`config.mk`:
```
export PLATFORM = sky130hd
export DESIGN_NAME = wash_sequencer
export DESIGN_NICKNAME = d
export VERILOG_FILES = /design/src/rtl/wash_sequencer.sv
export SDC_FILE = /design/constraint.sdc
export NUM_CORES = 1
export LEC_CHECK = 0
export ABC_AREA = 1
export BUFFER_PORTS_ARGS = -buffer_cell sky130_fd_sc_hd__buf_2
export CAP_MARGIN = 10
export CORE_MARGIN = 4
export CORE_UTILIZATION = 40
export DETAILED_ROUTE_END_ITERATION = 10
export MAX_ROUTING_LAYER = met4
export PLACE_DENSITY = 0.69
export SLEW_MARGIN = 15
export SYNTH_ARGS = -nofsm -noshare
export SYNTH_HDL_FRONTEND = slang
export SYNTH_SLANG_ARGS = --single-unit
```
`constraint.sdc`:
```
create_clock -name cp -period 2.25 [get_ports cp]
set_clock_uncertainty 0.2 [all_clocks]
set_input_delay 0.3375 -clock cp [delete_from_list [all_inputs] [get_ports cp]]
set_output_delay 0.3375 -clock cp [all_outputs]
set_load 0.02 [all_outputs]
```
`src/rtl/wash_sequencer.sv`:
```
// -----------------------------------------------------------------------------
// wash_sequencer
//
// Run-phase controller for the washer. On entry to runST the packed 26-bit
// program word is latched and its eight timed segments are stepped through,
// one second per tick. The sequencer drives the fill valve, the drain valve
// and the drum motor, and reports the current segment, the seconds left in it
// and the seconds left in the whole program. done pulses once on completion.
//
// FSM states:
//   state  | meaning
//   -------+-------------------------------------------------------------
//   IDLE   | waiting for runST; program word sampled on the entry cycle
//   RUN    | stepping segments (runST), frozen (pause/error), or aborting
//   FINISH | program complete; done on the first cycle only, parked until
//          | the top-level state leaves runST/finishST
//
// Ports:
//   cp        in   system clock, all state changes on posedge
//   rst_n     in   asynchronous active-low reset
//   tick      in   one-cycle 1 Hz enable, synchronous to cp
//   state     in   top-level state (0 shutDown .. 6 finish)
//   data      in   program word, segment 0 in the MSBs, units are seconds
//   seg       out  current segment index
//   segRemain out  seconds left in the current segment
//   remain    out  seconds left in the whole program
//   inValve   out  water-in valve (segments 0, 4)
//   outValve  out  drain valve (segments 2, 3, 6, 7)
//   motor     out  drum motor (segments 1, 3, 5, 7)
//   busy      out  high while in RUN
//   done      out  one-cycle completion pulse
// -----------------------------------------------------------------------------
module wash_sequencer #(
  parameter int SEGS  = 8,
  parameter int REM_W = 8
) (
  input  logic             cp,
  input  logic             rst_n,
  input  logic             tick,
  input  logic [2:0]       state,
  input  logic [25:0]      data,
  output logic [2:0]       seg,
  output logic [3:0]       segRemain,
  output logic [REM_W-1:0] remain,
  output logic             inValve,
  output logic             outValve,
  output logic             motor,
  output logic             busy,
  output logic             done
);

  localparam int IDX_W = $clog2(SEGS);

  localparam logic [2:0] ST_SHUTDOWN = 3'd0;
  localparam logic [2:0] ST_BEGIN    = 3'd1;
  localparam logic [2:0] ST_SET      = 3'd2;
  localparam logic [2:0] ST_RUN      = 3'd3;
  localparam logic [2:0] ST_FINISH   = 3'd6;

  typedef enum logic [1:0] {
    IDLE   = 2'd0,
    RUN    = 2'd1,
    FINISH = 2'd2
  } fsm_e;

  // One 4-bit duration per segment; 3-bit fields are zero-extended.
  typedef logic [SEGS-1:0][3:0] prog_t;

  fsm_e             fsm_q, fsm_d;
  prog_t            prog_q, prog_d;
  logic [2:0]       seg_d;
  logic [3:0]       seg_remain_d;
  logic [REM_W-1:0] remain_d;
  logic [2:0]       act_d;
  logic             busy_d;
  logic             done_d;

  prog_t            load_prog;
  logic [REM_W-1:0] load_sum;
  logic [3:0]       load_nz;
  logic [3:0]       next_nz;

  // ---------------------------------------------------------------------------
  // Helpers
  // ---------------------------------------------------------------------------
  function automatic prog_t unpack_prog(input logic [25:0] w);
    prog_t p;
    p    = '0;
    p[0] = {1'b0, w[25:23]};
    p[1] = w[22:19];
    p[2] = {1'b0, w[18:16]};
    p[3] = {1'b0, w[15:13]};
    p[4] = {1'b0, w[12:10]};
    p[5] = w[9:6];
    p[6] = {1'b0, w[5:3]};
    p[7] = {1'b0, w[2:0]};
    return p;
  endfunction

  function automatic logic [REM_W-1:0] prog_sum(input prog_t p);
    logic [REM_W-1:0] s;
    s = '0;
    for (int i = 0; i < SEGS; i++) begin
      s = s + REM_W'(p[IDX_W'(i)]);
    end
    return s;
  endfunction

  // Lowest segment index >= lo with a nonzero duration. Result is
  // {found, index}. Scanning downward lets the lowest hit win, which is
  // what makes zero-length segments disappear without a dead cycle.
  function automatic logic [3:0] find_nz(input prog_t p, input logic [3:0] lo);
    logic [3:0] r;
    r = '0;
    for (int i = SEGS - 1; i >= 0; i--) begin
      if ((4'(i) >= lo) && (p[IDX_W'(i)] != 4'd0)) begin
        r = {1'b1, 3'(i)};
      end
    end
    return r;
  endfunction

  // {inValve, outValve, motor} for a segment.
  function automatic logic [2:0] act_for(input logic [2:0] s);
    logic [2:0] a;
    case (s)
      3'd0:    a = 3'b100;
      3'd1:    a = 3'b001;
      3'd2:    a = 3'b010;
      3'd3:    a = 3'b011;
      3'd4:    a = 3'b100;
      3'd5:    a = 3'b001;
      3'd6:    a = 3'b010;
      3'd7:    a = 3'b011;
      default: a = 3'b000;
    endcase
    return a;
  endfunction

  // ---------------------------------------------------------------------------
  // Lookahead on the live word (used only in the load cycle) and on the
  // latched program (used when the current segment hits its terminal count).
  // ---------------------------------------------------------------------------
  always_comb begin
    load_prog = unpack_prog(data);
    load_sum  = prog_sum(load_prog);
    load_nz   = find_nz(load_prog, 4'd0);
    next_nz   = find_nz(prog_q, {1'b0, seg} + 4'd1);
  end

  // ---------------------------------------------------------------------------
  // Next-state and next-output logic
  // ---------------------------------------------------------------------------
  always_comb begin
    fsm_d        = fsm_q;
    prog_d       = prog_q;
    seg_d        = seg;
    seg_remain_d = segRemain;
    remain_d     = remain;
    act_d        = 3'b000;
    busy_d       = 1'b0;
    done_d       = 1'b0;

    case (fsm_q)
      IDLE: begin
        seg_d        = '0;
        seg_remain_d = '0;
        remain_d     = '0;
        if (state == ST_RUN) begin
          // A tick arriving in this cycle is deliberately not consumed.
          prog_d = load_prog;
          if (load_nz[3]) begin
            fsm_d        = RUN;
            seg_d        = load_nz[2:0];
            seg_remain_d = load_prog[load_nz[2:0]];
            remain_d     = load_sum;
            act_d        = act_for(load_nz[2:0]);
            busy_d       = 1'b1;
          end else begin
            fsm_d  = FINISH;
            done_d = 1'b1;
          end
        end
      end

      RUN: begin
        case (state)
          ST_RUN: begin
            busy_d = 1'b1;
            act_d  = act_for(seg);
            if (tick) begin
              remain_d = remain - REM_W'(1);
              if (segRemain == 4'd1) begin
                if (next_nz[3]) begin
                  seg_d        = next_nz[2:0];
                  seg_remain_d = prog_q[next_nz[2:0]];
                  act_d        = act_for(next_nz[2:0]);
                end else begin
                  fsm_d        = FINISH;
                  seg_d        = '0;
                  seg_remain_d = '0;
                  remain_d     = '0;
                  act_d        = 3'b000;
                  busy_d       = 1'b0;
                  done_d       = 1'b1;
                end
              end else begin
                seg_remain_d = segRemain - 4'd1;
              end
            end
          end

          ST_SHUTDOWN, ST_BEGIN, ST_SET: begin
            fsm_d        = IDLE;
            seg_d        = '0;
            seg_remain_d = '0;
            remain_d     = '0;
          end

          // Pause, error and anything else: hold counts, actuators off,
          // ticks dropped on the floor.
          default: begin
            busy_d = 1'b1;
          end
        endcase
      end

      FINISH: begin
        seg_d        = '0;
        seg_remain_d = '0;
        remain_d     = '0;
        if ((state != ST_RUN) && (state != ST_FINISH)) begin
          fsm_d = IDLE;
        end
      end

      default: begin
        fsm_d        = IDLE;
        seg_d        = '0;
        seg_remain_d = '0;
        remain_d     = '0;
      end
    endcase
  end

  // ---------------------------------------------------------------------------
  // Registers; every output is a flop.
  // ---------------------------------------------------------------------------
  always_ff @(posedge cp or negedge rst_n) begin
    if (!rst_n) begin
      fsm_q     <= IDLE;
      prog_q    <= '0;
      seg       <= '0;
      segRemain <= '0;
      remain    <= '0;
      inValve   <= 1'b0;
      outValve  <= 1'b0;
      motor     <= 1'b0;
      busy      <= 1'b0;
      done      <= 1'b0;
    end else begin
      fsm_q     <= fsm_d;
      prog_q    <= prog_d;
      seg       <= seg_d;
      segRemain <= seg_remain_d;
      remain    <= remain_d;
      inValve   <= act_d[2];
      outValve  <= act_d[1];
      motor     <= act_d[0];
      busy      <= busy_d;
      done      <= done_d;
    end
  end

endmodule

```
==> results by group <==
Worst setup path
  • CP arrival: approximately 1.9 ns
  • Critical path startpoint category: flip-flop
  • CP Class: flip-flop to flip-flop
  • Crit end category: flip-flop
  • Crit path cell chain: inv_1 > ha_1 > nand2_1 > nor2_2 > nand4_1 > nand2_1 > nand2_1 > inv_2 > nand2_1
  • Max incr delay on CP: between 0.4 and 0.5 ns
  • Worst path bufs/invs: 2
  • Critical path's most frequent cell: nand2_1
  • Critical path's slowest cell: dfrtp_1
  • Crit-path max FO: 6
  • Crit path max-delay family: simple AND/OR/NAND/NOR gates
  • Critical Path RT: about 2.2 ns

Logic synthesis
  • Syn Std Cell Area: 0.00202 mm2
  • Synth cell types: 31
  • #FFs+latches synth: 33
  • Synthesized area per cell: 7.24 um2
  • Cells after Synth: 279
  • Syn Nets: between 300 and 400
  • Register area share after synthesis: 40.9%
  • Total number of yosys warnings: 0

Global route
  • GRT Util Overall: 17.2%
  • First-pass GRT wire length: 8140 um
  • Largest net degree at the start of global routing: 34
  • Initial antenna violation count: 0
  • Vias in the first global route: 1811
  • Total grt overflow: 0

Clocking
  • Maximum root-to-sink buffer count: 2
  • TritonCTS clock tree: built
  • Clock transition at path regs: 0.07 ns
  • CTS resizes: 0
  • CTS Sinks: 33
  • Cts hold-fix bufs: 1
  • Num CTS Buffers: 5
  • Worst-Skew Late Latency: 0.29 ns
  • Post-CTS Setup Repair Bufs: 0
  • Clk root buf: clkbuf_8
  • # H-tree levels: 2

Detailed routing
  • TritonRoute pass-1 iters: 4
  • Post-DR vias/cell: 4.82
  • Drt first-iter violations: 126
  • Avg WL per Cell: 11.7 um
  • WL final: 4550 um
  • # DRC: 0
  • Via count: ~1.9k
  • Final ANT Viol Nets: 0

Floorplanning
  • Cell row count: 25
  • Core ar.: slightly below 0.005 mm2
  • Starting Density: 41.9%
  • IO Count: 52
  • Die Span X: ~79 um
  • Die H: 79.1 um
  • Die area: 0.00625 mm2

Final layout
  • Synthesis-to-layout area growth: 16.5%
  • Post-Layout Cell Count: 388
  • Number of diodes: 0
  • Final core utilization: 48.9%
  • Fin nets: about 360
  • Layout cells sized above 1: a little over a fifth

Placed design
  • Pre-CTS setup slack: 0.343 ns
  • GPL Wtd Cong: 0.833
  • Number of placed cells counting well taps: between 300 and 400
  • Port-buffer cells: 37
  • Post-DP HPWL: roughly 3600 um

Power and ir drop
  • Max IR drop VDD: 399 uV
  • Psw: 1.41 mW
  • P per Cell Area: 1260 mW/mm2
  • Clock power frac: between 10 and 15%
  • Static Leak: 1.28 nW
  • Logic pwr share: 52.9%
  • Flop pwr share: roughly a third
  • Sw frac: a little under half
  • Int Power: 1.55 mW

Min path
  • Hold Crit Class: input pin to flip-flop

Timing
  • Final min period: about 1.9 ns
  • Fmax: 531 MHz
  • Slew margin rel.: between 50% and 60%
  • Fin crit share: 83.7%
  • Final-report max-slew violation count: 0
  • RSZ-0062 raised after global routing: false
  • Worst slew pin tran: 0.737 ns
  • Setup TNS: 0 ns
  • Final Hold Vio Count: 0
  • Final setup fails: 0
  • Final setup margin: 0.367 ns

Run status
  • Status: complete, no violations

Job
  • Max Cap Viol: 0
-- state kept, by name, summed over array words and instances, names as in the netlist, 2 cells and up --
register / count
segRemain: 4
remain: 8
fsm_q: 2
seg: 2
prog_q: 12
-- final timing paths --
check | from | endpoint | slack [ns] | cells past startpoint
max in group asynchronous | rst_n | done | 0.93 | 2
max | segRemain[1] | fsm_q[0] | 0.37 | 9
min in group asynchronous | rst_n | remain[1] | 0.45 | 2
min | data[24] | prog_q[1] | 0.07 | 3
max reg2reg | segRemain[1] | fsm_q[0] | 0.37 | 9
min reg2reg | prog_q[13] | prog_q[13] | 0.31 | 2
-- cell usage after synthesis --
master | instances | share of area (%)
nor2_2 | 5 | 1.5
nand2_2 | 3 | 0.93
conb_1 | 1 | 0.19
buf_6 | 1 | 0.56
a211oi_1 | 1 | 0.37
a21oi_1 | 9 | 2.2
nand2_1 | 83 | 15
nand4_1 | 4 | 1.2
inv_4 | 1 | 0.31
o211ai_1 | 2 | 0.74
inv_2 | 7 | 1.3
nand3b_1 | 3 | 1.1
a41o_1 | 1 | 0.50
dfrtp_1 | 33 | 41
o21ai_1 | 4 | 0.99
nand3_2 | 1 | 0.50
nor2_1 | 11 | 2.0
nor2_8 | 1 | 0.99
xor2_1 | 2 | 0.87
inv_1 | 38 | 7.1
nand3_4 | 1 | 0.87
nor3_1 | 2 | 0.50
nor2_4 | 3 | 1.7
buf_4 | 1 | 0.37
o21ai_0 | 23 | 5.7
ha_1 | 3 | 1.9
nor4_1 | 2 | 0.62
buf_2 | 2 | 0.50
a31oi_1 | 2 | 0.62
a21oi_2 | 2 | 0.87
nand3_1 | 27 | 6.7
-- cell usage in the layout, fill, tap and decap left out, types with 2 or more instances in the layout --
cell	instances
o21ai_0	23
ha_1	3
nor4_1	2
nand3_1	27
inv_2	7
a21oi_1	9
nor2_2	5
nand2_2	3
o211ai_1	2
nor2_1	11
o21ai_1	4
xor2_1	2
clkinv_2	2
dfrtp_1	33
nor2_4	3
inv_1	38
buf_2	37
nand4_1	4
a21oi_2	2
a31oi_1	2
nor3_1	2
nand3b_1	3
clkbuf_8	5
nand2_1	83
-- power groups by stage --
stage / combinational, mW / clock, mW / sequential, mW
2_1_floorplan: 1.11 / 0 / 1.07
3_3_place_gp: 1.54 / 0 / 0.975
3_5_place_dp: 1.57 / 0 / 0.978
4_1_cts: 1.58 / 0.442 / 0.969
5_1_grt: 1.82 / 0.475 / 1.00
6_report: 1.56 / 0.427 / 0.967
-- cells by family (layout without fill, tap and decap cells) --
group,Yosys count,after routing,synth area share (%)
AND/OR/NAND/NOR,146,146,34.1
other,1,1,0.186
flip-flops,33,33,40.9
adder cells (fa/ha/maj),3,3,1.86
AO/OA/AOI/OAI,44,44,12.0
XOR/XNOR,2,2,0.867
buffers and inverters,50,92,10.1
-- metrics by stage --
| stage | hold slack (ns) | cell area, um2 | power (mW) |
|---|---|---|---|
| global route | 0.0897 | 2350 | 3.30 |
| finish | 0.0729 | 2350 | 2.96 |
| detailed placement | 0.247 | 2260 | 2.55 |
| floorplan | -0.158 | 2020 | 2.18 |
| global placement | 0.245 | 2260 | 2.52 |
| CTS | 0.0662 | 2350 | 2.99 |
-- routing by layer --
metal  up-vias  GRT usage [%]  routed length (um)
met4         0           5.67                  55
met3         7           3.97                 249
li1        973              -                   -
met2        41           26.4                2060
met1       851           22.6                2180
met5         -              -                   0
-- cell type report --
type,instances,area (um2)
fill,522,2460
multi-input combinational,196,991
sequential,33,826
timing repair buffer,38,195
inverter,46,175
tap,67,83.8
clock buffer,6,72.6
clock inverter,2,10.0
-- tightest hold or removal path, cell delays in order --
cell,delay [ns]
buf_2,0.08
nand2_1,0.04
o21ai_0,0.05
Note: power is estimated with default switching activity, not from simulation.
